$ cat src/rtl/ncpu32k_bus_arb.sv
// Two-master (fetch M0, load/store M1) arbiter onto one slave bus, one transaction in flight.
// Define NCPU_BUS_ARB_FIXED_PRIO_EN to make ties always grant M1 instead of round-robin.
module ncpu32k_bus_arb #(
   parameter int AW = 32,
   parameter int DW = 32
) (
   input  logic            clk,
   input  logic            rst_n,
   input  logic [1:0]      m_valid_i,
   output logic [1:0]      m_ready_o,
   input  logic [2*AW-1:0] m_addr_i,
   input  logic [1:0]      m_we_i,
   input  logic [5:0]      m_size_i,
   input  logic [2*DW-1:0] m_wdat_i,
   output logic [1:0]      m_rvalid_o,
   input  logic [1:0]      m_rready_i,
   output logic [DW-1:0]   m_rdat_o,
   output logic            s_valid_o,
   input  logic            s_ready_i,
   output logic [AW-1:0]   s_addr_o,
   output logic            s_we_o,
   output logic [2:0]      s_size_o,
   output logic [DW-1:0]   s_wdat_o,
   input  logic            s_rvalid_i,
   output logic            s_rready_o,
   input  logic [DW-1:0]   s_rdat_i
);

   typedef enum logic [1:0] {IDLE, CMD, RSP} state_t;

   state_t state, state_nxt;
   logic   g, g_nxt;
   logic   winner;

`ifdef NCPU_BUS_ARB_FIXED_PRIO_EN
   // M1 wins whenever it requests; M0 only when alone.
   assign winner = m_valid_i[1];
`else
   logic last, last_nxt;

   assign winner = (&m_valid_i) ? ~last : m_valid_i[1];

   always_ff @(posedge clk or negedge rst_n) begin
      if (!rst_n) last <= 1'b1;
      else        last <= last_nxt;
   end
`endif

   // NOTE: state uses non-blocking assignments so every register samples pre-edge values.
   always_ff @(posedge clk or negedge rst_n) begin
      if (!rst_n) begin
         state <= IDLE;
         g     <= 1'b0;
      end else begin
         state <= state_nxt;
         g     <= g_nxt;
      end
   end

   assign m_rdat_o = s_rdat_i;

   // NOTE: every output and next-state value gets a default first so no latch is inferred.
   always_comb begin
      state_nxt  = state;
      g_nxt      = g;
`ifndef NCPU_BUS_ARB_FIXED_PRIO_EN
      last_nxt   = last;
`endif
      m_ready_o  = 2'b00;
      m_rvalid_o = 2'b00;
      s_valid_o  = 1'b0;
      s_addr_o   = '0;
      s_we_o     = 1'b0;
      s_size_o   = 3'd0;
      s_wdat_o   = '0;
      s_rready_o = 1'b0;

      case (state)
         IDLE: begin
            if (|m_valid_i) begin
               g_nxt     = winner;
               state_nxt = CMD;
            end
         end
         CMD: begin
            s_valid_o = m_valid_i[g];
            s_addr_o  = g ? m_addr_i[2*AW-1:AW] : m_addr_i[AW-1:0];
            s_we_o    = m_we_i[g];
            s_size_o  = g ? m_size_i[5:3] : m_size_i[2:0];
            s_wdat_o  = g ? m_wdat_i[2*DW-1:DW] : m_wdat_i[DW-1:0];
            m_ready_o = g ? {s_ready_i, 1'b0} : {1'b0, s_ready_i};
            // A master dropping valid mid-command abandons the slot without counting as served.
            if (!m_valid_i[g])   state_nxt = IDLE;
            else if (s_ready_i)  state_nxt = RSP;
         end
         RSP: begin
            m_rvalid_o = g ? {s_rvalid_i, 1'b0} : {1'b0, s_rvalid_i};
            s_rready_o = m_rready_i[g];
            if (s_rvalid_i && m_rready_i[g]) begin
`ifndef NCPU_BUS_ARB_FIXED_PRIO_EN
               last_nxt = g;
`endif
               state_nxt = IDLE;
            end
         end
         default: state_nxt = IDLE;
      endcase
   end

endmodule
$ cat config.mk
export PLATFORM = sky130hd
export DESIGN_NAME = ncpu32k_bus_arb
export DESIGN_NICKNAME = d
export VERILOG_FILES = /design/src/rtl/ncpu32k_bus_arb.sv
export SDC_FILE = /design/constraint.sdc
export NUM_CORES = 1
export LEC_CHECK = 0
export BUFFER_PORTS_ARGS = -buffer_cell sky130_fd_sc_hd__buf_2
export CAP_MARGIN = 20
export CORE_AREA = 2 2 110 112
export CTS_BUF_LIST = sky130_fd_sc_hd__clkbuf_4 sky130_fd_sc_hd__clkbuf_8 sky130_fd_sc_hd__clkbuf_16
export CTS_CLUSTER_SIZE = 12
export DETAILED_ROUTE_END_ITERATION = 8
export DIE_AREA = 0 0 112 114
export HOLD_SLACK_MARGIN = 0.05
export PLACE_DENSITY = 0.47
export REMOVE_ABC_BUFFERS = 1
export SETUP_SLACK_MARGIN = 0.3
export SLEW_MARGIN = 20
export SYNTH_ARGS = -nofsm -noshare
export SYNTH_HDL_FRONTEND = slang
export SYNTH_SLANG_ARGS = --single-unit
export TNS_END_PERCENT = 100
$ cat constraint.sdc
create_clock -name clk -period 2.35 [get_ports clk]
set_clock_uncertainty 0.05 [all_clocks]
set_input_delay 0.1175 -clock clk [delete_from_list [all_inputs] [get_ports clk]]
set_output_delay 0.1175 -clock clk [all_outputs]
set_load 0.02 [all_outputs]
==> impl_results.rst <==
.. list-table::
   :header-rows: 1

   * - Metric
     - Value
   * - Dominant cell type by area after synthesis
     - mux2i_1
   * - Leading cell types by total area after synthesis
     - mux2i_1 (44%), nor2_1 (17%), buf_4 (16%)
   * - Number of rows created at floorplan
     - 40
   * - Per-cell via count in the routed design
     - 4.000
   * - Clock tree root buffer cell
     - clkbuf_16
   * - Worst skew pair latency
     - ~0.23 ns
   * - Arrival time of the worst setup path
     - about 1.6 ns
   * - Kind of launch point of the worst setup path
     - register
   * - Final clock period utilization by the worst path
     - around 76%
   * - Number of I/O pins
     - 282
   * - First-pass iteration count of the detailed router
     - 4
   * - Final total power
     - 3.202 mW
   * - Depth of the worst hold-timing path
     - 3
   * - Residual DRC count
     - 0
   * - Number of buffers created by CTS
     - 3
   * - Portion of the post-synthesis area used by sequential elements
     - 6.423%
   * - DRT antenna net count
     - 0
   * - Num Clock Sinks
     - 4
   * - Top FF cell, synth
     - dfrtp_1
   * - Final wirelength
     - 7749 um
   * - Via count of the first global-routing pass
     - 2,030
   * - Placed cell area
     - 2536 um2
   * - Power density normalized to cell area
     - 1218 nW/um2
   * - CP max stage cell
     - dfrtp_4
   * - Post-route cell area
     - 2629 um2
   * - Clock period minus final worst setup slack
     - about 1.8 ns
   * - Minimum setup slack after placement
     - 0.8045 ns
   * - Class of the most critical setup path
     - register to primary output
   * - Number of cells on the worst reg-to-reg path
     - 3
   * - Resized Gates After CTS
     - 0
   * - Yosys cell types
     - 20
   * - Class of the tightest hold or removal check
     - input pin to register
   * - Maximum clock frequency
     - 0.5602 GHz
   * - Worst Slack Setup Final
     - between 0.5 and 0.6 ns
   * - Fraction of synthesis flops using an asynchronous set or reset pin
     - 100.0%
   * - Leak
     - 1.677 nW
   * - Count of flip-flops with a built-in enable after synthesis
     - 0
   * - Pin count of the biggest net entering global routing
     - 70
   * - Height of the chip
     - 114 um
   * - Result of the run
     - complete, no violations
   * - Detail Placement HPWL
     - 6625 um
   * - Worst Path Required
     - 2.18 ns
   * - Total Routing Usage GR
     - 11.05%
   * - Horiz. Die Dim
     - around 110 um
   * - Cell count after synthesis
     - 217
   * - Initial DRC Count
     - 66
   * - Count of synthesis-stage warnings from yosys
     - 0
   * - Most frequent cells in the layout
     - buf_2 (217), nor2_1 (73), mux2i_1 (70)
   * - Worst-path clk slew
     - 0.03 ns
   * - TritonCTS clock tree
     - built
   * - Netlist area before placement
     - 1578 um2
   * - Global-route congestion overflow total
     - 0
   * - Fill cell count
     - 1,334
   * - Number of hold violations in the final report
     - 0
   * - Antenna Cells
     - 0
   * - Die area
     - ~13,000 um2
   * - Detail-routed net length per standard cell
     - between 10 and 15 um
   * - Final total negative setup slack
     - 0 ns
   * - Layout cells sized above 1
     - between 50% and 60%
   * - Via total after detailed routing
     - 2,160
   * - H-tree lvl count
     - 1
   * - Measured slew at the worst slew-check pin
     - 0.3169 ns
   * - Area growth, synth to finish
     - 66.61%
   * - Antenna violations before repair
     - 0
   * - Setup violations, final
     - 0
   * - Layout Nets
     - 570
   * - Crit-path max cell delay
     - 0.58 ns
   * - Kind of capture point of the worst setup path
     - primary output
   * - Global-route wire length before repair
     - ~11,000 um
   * - Worst vdd rail ir drop
     - about 0.0011 V
   * - Flip-flop and latch count after synthesis
     - 4
   * - GP Congestion
     - 0.7605
   * - Top cell type's share of synthesized area
     - approximately 44%
   * - Most common library cell in the layout ignoring fill and taps
     - buf_2
   * - Core utilization of the finished layout
     - 22.45%
   * - Largest fanout on the critical path
     - 38
   * - Final Max Tran Viols
     - 0
   * - Number of buffers on the longest clock path
     - 2
   * - Cell count after placement
     - 535
   * - Worst hold-check slack
     - 0.1251 ns
   * - Remaining max-slew budget at the tightest pin
     - 78.87%
   * - Port-buffer cells
     - 217
   * - Max-cap check violation count
     - 0
   * - Starting utilization of the core area
     - 13.47%
   * - Core area
     - 11,710 um2
   * - Unrepaired setup endpoints after global routing
     - no
   * - Final Non-Filler Cells
     - 540
   * - Cell-by-cell trace of the critical path
     - buf_12 -> mux2i_1 -> nor2_1 -> buf_2
   * - Mean area per synthesized cell
     - 7.271 um2
metal layers:
layer  track usage [%]  part of all wire [%]  vias up  wire length, um
met3             8.342                    18        4             1367
met2             17.05                    44      172             3393
met4             1.463                  0.30        2               23
li1                  -                     -     1046                -
met5             4.314                  0.98        -               76
met1             12.24                    37      936             2888
registers in the layout, indices dropped and copies added (netlist names):
signal / count
g: 1
state: 2
last: 1
Yosys cell counts, types with 2 or more instances:
cell type,instances
nor2_1,73
mux2i_1,70
buf_4,33
buf_2,8
buf_6,8
nand2_1,5
dfrtp_1,3
nor2b_1,3
a21oi_1,2
o21ai_0,2
what timing repair did:
item,CTS,global route
buffers inserted,0,0
hold buffers,1,0
hold endpoints to repair,4,0
final timing paths:
path	from	end	slack (ns)
hold / removal	m_valid_i[0]	state[0]	0.13
max in group asynchronous	rst_n	last	1.85
min in group asynchronous	rst_n	state[1]	0.19
setup reg to reg	g	state[1]	0.88
setup / recovery	g	s_valid_o	0.56
hold reg to reg	last	last	0.49
power breakdown:
group | internal [mW] | total [mW] | switching [mW]
Combinational | 1.07 | 2.71 | 1.64
Sequential | 0.105 | 0.203 | 0.0976
Clock | 0.236 | 0.291 | 0.0547
cell families after synthesis:
family,count (synthesis),share of synthesized area (%)
simple gates,86,22.13
mux,70,44.41
buf+inv,50,24.19
compound gates,7,2.855
flops,4,6.424
worst max-delay path, delay by kind of cell, from the launching register on:
kind | cells | cell delay [ns]
flip-flops | 1 | 0.58
buffers and inverters | 2 | 0.43
AND/OR/NAND/NOR | 1 | 0.06
multiplexers | 1 | 0.28
layout make-up:
class	instances	area (um2)	share of cell area, %
Timing Repair Buffer	221	1156	43.98
Multi-Input combinational cell	163	1097	41.74
Tap cell	147	183.9	6.997
Sequential cell	4	105.1	3.998
Clock buffer	4	82.58	3.141
Inverter	1	3.754	0.1428
Power figures use the tool's default switching activity.
